### src/rtl/seg_scan_ctrl.sv
// Eight-digit (parameterised) seven-segment scan controller with
// per-slot blanking, brightness window and frame-aligned double buffering.
module seg_scan_ctrl #(
    parameter int NUM_DIGITS   = 8,
    parameter int SLOT_CYCLES  = 16,
    parameter int BLANK_CYCLES = 2
) (
    input  logic                    led_clk,
    input  logic                    rst,
    input  logic [NUM_DIGITS*8-1:0] seg_in,
    input  logic [NUM_DIGITS-1:0]   digit_en,
    input  logic [3:0]              brightness,
    input  logic                    load_req,
    output logic                    load_ack,
    output logic                    frame_start,
    output logic [NUM_DIGITS-1:0]   AN,
    output logic [7:0]              SEG
);

    localparam int CW = (SLOT_CYCLES > 1) ? $clog2(SLOT_CYCLES) : 1;
    localparam int DW = $clog2(NUM_DIGITS);
    localparam int MW = (CW + 1 > 5) ? CW + 1 : 5;

    // cnt_q/d_q hold the slot position that the next edge registers
    logic [CW-1:0]           cnt_q, cnt_d;
    logic [DW-1:0]           d_q, d_d;
    logic                    live_q, live_d;
    logic [NUM_DIGITS*8-1:0] sh_seg_q, sh_seg_d;
    logic [NUM_DIGITS-1:0]   sh_en_q, sh_en_d;
    logic [3:0]              sh_bri_q, sh_bri_d;
    logic [NUM_DIGITS-1:0]   an_q, an_d;
    logic [7:0]              seg_q, seg_d;
    logic                    load_ack_q, load_ack_d;
    logic                    frame_start_q, frame_start_d;

    logic          wrap;
    logic          boundary;
    logic          capture;
    logic          lit;
    logic [MW-1:0] cnt_w;
    logic [MW-1:0] off;

    always_comb begin
        wrap     = (cnt_q == CW'(SLOT_CYCLES - 1));
        boundary = (cnt_q == '0) && (d_q == '0);
        // live_q keeps the first edge after reset from counting as a frame end
        capture  = live_q && boundary && load_req;

        cnt_d = wrap ? '0 : cnt_q + 1'b1;
        d_d   = d_q;
        if (wrap) begin
            d_d = (d_q == DW'(NUM_DIGITS - 1)) ? '0 : d_q + 1'b1;
        end
        live_d = 1'b1;

        sh_seg_d = sh_seg_q;
        sh_en_d  = sh_en_q;
        sh_bri_d = sh_bri_q;
        if (capture) begin
            sh_seg_d = seg_in;
            sh_en_d  = digit_en;
            sh_bri_d = brightness;
        end

        cnt_w = MW'(cnt_q);
        off   = cnt_w - MW'(BLANK_CYCLES);
        lit   = (cnt_w >= MW'(BLANK_CYCLES)) && sh_en_d[d_q] &&
                (off < MW'(sh_bri_d));

        an_d  = '1;
        seg_d = 8'hFF;
        if (lit) begin
            an_d  = ~(NUM_DIGITS'(1) << d_q);
            seg_d = sh_seg_d[d_q*8 +: 8];
        end

        frame_start_d = boundary;
        load_ack_d    = capture;
    end

    always_ff @(posedge led_clk) begin
        if (rst) begin
            cnt_q         <= '0;
            d_q           <= '0;
            live_q        <= 1'b0;
            sh_seg_q      <= '1;
            sh_en_q       <= '0;
            sh_bri_q      <= '0;
            an_q          <= '1;
            seg_q         <= 8'hFF;
            load_ack_q    <= 1'b0;
            frame_start_q <= 1'b0;
        end else begin
            cnt_q         <= cnt_d;
            d_q           <= d_d;
            live_q        <= live_d;
            sh_seg_q      <= sh_seg_d;
            sh_en_q       <= sh_en_d;
            sh_bri_q      <= sh_bri_d;
            an_q          <= an_d;
            seg_q         <= seg_d;
            load_ack_q    <= load_ack_d;
            frame_start_q <= frame_start_d;
        end
    end

    assign AN          = an_q;
    assign SEG         = seg_q;
    assign load_ack    = load_ack_q;
    assign frame_start = frame_start_q;

endmodule
### config.mk
export PLATFORM = sky130hd
export DESIGN_NAME = seg_scan_ctrl
export DESIGN_NICKNAME = d
export VERILOG_FILES = /design/src/rtl/seg_scan_ctrl.sv
export SDC_FILE = /design/constraint.sdc
export NUM_CORES = 1
export LEC_CHECK = 0
export BUFFER_PORTS_ARGS = -buffer_cell sky130_fd_sc_hd__buf_2
export CORE_AREA = 3 3 95 97
export DETAILED_ROUTE_END_ITERATION = 10
export DIE_AREA = 0 0 98 100
export GPL_TIMING_DRIVEN = 0
export PLACE_DENSITY = 0.93
export SETUP_SLACK_MARGIN = 0.15
export SYNTH_ARGS = -nofsm -noshare
export SYNTH_HDL_FRONTEND = slang
export SYNTH_SLANG_ARGS = --single-unit
### constraint.sdc
create_clock -name led_clk -period 6.42 [get_ports led_clk]
set_input_delay 0 -clock led_clk [delete_from_list [all_inputs] [get_ports led_clk]]
set_output_delay 0 -clock led_clk [all_outputs]
set_load 0.005 [all_outputs]
==> summary.md <==
| Metric | Value |
|---|---|
| Max incr delay on CP | `520 ps` |
| Metal2 WL | `7520 um` |
| Core area | `0.008217 sq mm` |
| WL/cell | `19.10 um` |
| Total clock sinks | `102` |
| Crit path cell chain | `buf_6 > clkinv_1 > clkbuf_1 > ha_1 > or3b_1 > buf_6 > nor2_8 > buf_6 > buf_4 > mux2i_1 > ha_1 > a211o_1 > a221o_1 > a211oi_2 > buf_4 > o211ai_1` |
| IO Pins | `97` |
| R2R Setup Slk | `1820 ps` |
| Clk buf depth | `2` |
| Leak | `2.754 nW` |
| CP Class | `register to register` |
| Storage cell area | `0.002042 sq mm` |
| Die Height | `100 um` |
| Finished Layout Cells | `816` |
| Pins Over Slew Limit | `0` |
| Setup bufs post-CTS | `0` |
| Cell Rows | `33` |
| Comb pwr share | `0.180` |
| Synth top area share | `0.4235` |
| Most used DFF post-synth | `dfxtp_1` |
| Post-synthesis sequential area ratio | `0.4235` |
| Via Count | `4,975` |
| Hold Crit Class | `input port to register` |
| Worst path bufs/invs | `7` |
| Diode count | `0` |
| CTS tree | `built` |
| Initial antenna violation count | `0` |
| Slew at the pin with the worst max-slew slack | `696.6 ps` |
| Max rail drop VDD | `0.0001507 V` |
| Pin count of the biggest net entering global routing | `18` |
| Switching share of total power | `0.2881` |
| Final worst path period share | `0.7163` |
| Sequential Power Share | `0.528` |
| Hold path cells | `3` |
| Worst setup path start | `d_q[0]` |
| Slew margin rel. | `0.5356` |
| Int Power | `920.7 uW` |
| Critical path fanouts, max | `11` |
| Worst R2R End | `SEG[3]` |
| Gp weighted congestion | `0.8764` |
| Count leader, synth | `nand2_1` |
| HP Start | `digit_en[4]` |
| Number of global-route vias before repair | `5,051` |
| Syn nets | `619` |
| Area Growth Syn to Fin | `31.73%` |
| Clock root buffer | `clkbuf_8` |
| Slowest CP cell | `clkbuf_1` |
| Top layer in use | `met4` |
| Crit path max-delay family | `buffers and inverters` |
| Overall routed net length | `15,590 um` |
| P per Cell Area | `203.6 mW/mm^2` |
| # Max-Cap Violations | `0` |
| Initial Utilization | `0.5869` |
| Total track usage | `0.3187` |
| RSZ-0062 raised after global routing | `no` |
| Crit path time final | `4598 ps` |
| R2r worst-path depth | `16` |
| Clock slew at reported path FFs | `100 ps` |
| Placed Area | `0.005429 sq mm` |
| Commonest cells post-synth | `110 x nand2_1, 102 x dfxtp_1, 53 x nand3_1` |
| FF+latch count, synth | `102` |
| Fin. Hold Viols | `0` |
| Clock share of power | `0.291` |
| Detailed Place HPWL | `9760 um` |
| TNS Setup | `0 ps` |
| Iter 0 DRT Violations | `601` |
| Yosys cell types | `49` |
| Status | `finished, final reports clean` |
| Filler Cell Count | `506` |
| Skew final | `12.05 ps` |
| Psw | `372.7 uW` |
| Yosys top cell by area | `dfxtp_1` |
| Mapped cell area | `0.004822 sq mm` |
| Mean post-synth cell area | `9.185 sq um` |
| Final instance area | `0.006352 sq mm` |
| First-pass GRT wire length | `24,720 um` |
| Ranking of synthesized cells by area | `dfxtp_1 42%, nand2_1 8.6%, mux2i_1 7.5%` |
| First drt pass iteration count | `6` |
| Dpl cells | `725` |
| Vias per cell | `6.097` |
| Port Buffers | `95` |
| Share of cells above drive strength 1 | `0.2068` |
| Post-Synthesis Cells | `525` |
| Remaining DRCs | `0` |
| Hold Path Sink | `sh_en_q[4]` |
| Total CTS buffers | `9` |
| CP Data Required Time | `6670 ps` |
| CP startpoint kind | `register` |
| Most common cell on crit path | `buf_6` |
| Die width | `98 um` |
| Asr flop ratio synth | `0` |
| Crit path capture type | `register` |
| Metal3 WL | `1626 um` |
| Final #Nets | `800` |
| Clock Latency Late Sink | `380 ps` |
| Arrival time at the worst endpoint | `4850 ps` |
| Post-synth EDFFs | `0` |
| R2R Path Start | `d_q[0]` |
| Grt ovf | `0` |
| H-tree depth | `3` |
| Overall die area | `0.009800 sq mm` |
| M1 wire length | `5615 um` |
| CP Depth | `16` |
| Ys Warns | `0` |
| Tot Pwr | `1.293 mW` |
| Area of the multi-input gates | `0.002480 sq mm` |
| Final setup fails | `0` |
| DRT antenna net count | `0` |
| Fmax | `217.5 MHz` |
layout make-up:
type / instances / share of cell area
Multi-Input combinational cell: 367 / 0.3904
Sequential cell: 102 / 0.3215
Timing Repair Buffer: 170 / 0.1930
Buffer: 41 / 0.03841
Tap cell: 105 / 0.02068
Clock buffer: 10 / 0.02009
Inverter: 15 / 0.008864
Clock inverter: 6 / 0.007091
power by group through the flow:
stage               Combinational (mW)  Sequential (mW)  Clock (mW)
global route                     0.250            0.686       0.397
global placement                 0.173            0.694           0
finish                           0.233            0.684       0.377
detailed placement               0.182            0.697           0
CTS                              0.218            0.682       0.373
floorplan                        0.118            0.692           0
cells by family (layout without fill, tap and decap cells):
family | after synthesis | after routing | share of synthesized area
buf+inv | 56 | 242 | 0.06227
simple gates | 205 | 205 | 0.1990
flops | 102 | 102 | 0.4235
xor+xnor | 2 | 2 | 0.003633
fa+ha+maj | 15 | 15 | 0.03892
compound gates | 91 | 91 | 0.1256
mux | 54 | 54 | 0.1471
layer usage:
layer | vias up | GRT usage
li1 | 2213 | -
met1 | 2301 | 0.3586
met2 | 377 | 0.5618
met3 | 84 | 0.07714
met4 | 0 | 0.1651
met5 | - | 0
timing repair:
action | CTS | global route
hold endpoints to repair | 75 | 0
hold buffers | 75 | 0
endpoints found under the setup margin | 0 | 0
gates resized for setup | 0 | 0
worst reg2reg max path, cell delays in order (launching register included):
cell and delay, ps:
dfxtp_1 350, buf_6 160, clkinv_1 210, clkbuf_1 520, ha_1 350, or3b_1 390, buf_6 160, nor2_8 130
buf_6 200, buf_4 220, mux2i_1 120, ha_1 210, a211o_1 290, a221o_1 280, a211oi_2 500, buf_4 280
o211ai_1 120
worst max-delay path by stage:
stage | endpoint | slack [ps]
6_report | SEG[3] | 1820
5_1_grt | SEG[5] | 1530
4_1_cts | SEG[3] | 1930
3_5_place_dp | SEG[3] | 1960
3_3_place_gp | SEG[5] | 2030
2_1_floorplan | SEG[2] | 2840
layout by cell type (no fill, tap or decap), types with 2 or more instances in the layout:
cell,n
nand2_1,110
buf_2,104
dfxtp_1,102
dlygate4sd3_1,75
nand3_1,53
mux2i_1,36
a21oi_1,32
clkbuf_1,18
o21ai_0,15
ha_1,15
inv_1,14
o211ai_1,13
buf_6,9
nor2_1,9
clkbuf_8,9
nand4_1,8
nand2b_1,7
mux2_2,6
and3_1,6
a221oi_1,6
mux4_1,6
mux4_2,5
o2bb2ai_1,5
buf_4,3
buf_1,3
a21o_1,3
a31oi_1,3
nor3_1,3
clkinvlp_4,3
and2_1,2
o21a_1,2
a22o_1,2
xnor2_1,2
inv_6,2
state kept, by name (all words and copies together), names as in the netlist:
name and flops:
sh_bri_q 4, sh_en_q 8, live_q 1, frame_start 1, cnt_q 4, load_ack 1, SEG 8, sh_seg_q 64
d_q 3, AN 8
metrics by stage:
step	util	hold WS (ps)	setup WS, ps
2_1_floorplan	-	98.95	2837
3_3_place_gp	0.6607	210.2	2035
3_5_place_dp	0.6607	216.5	1957
4_1_cts	0.7731	10.23	1930
5_1_grt	0.7731	41.42	1530
6_report	0.7731	29.79	1822
Power figures use the tool's default switching activity.
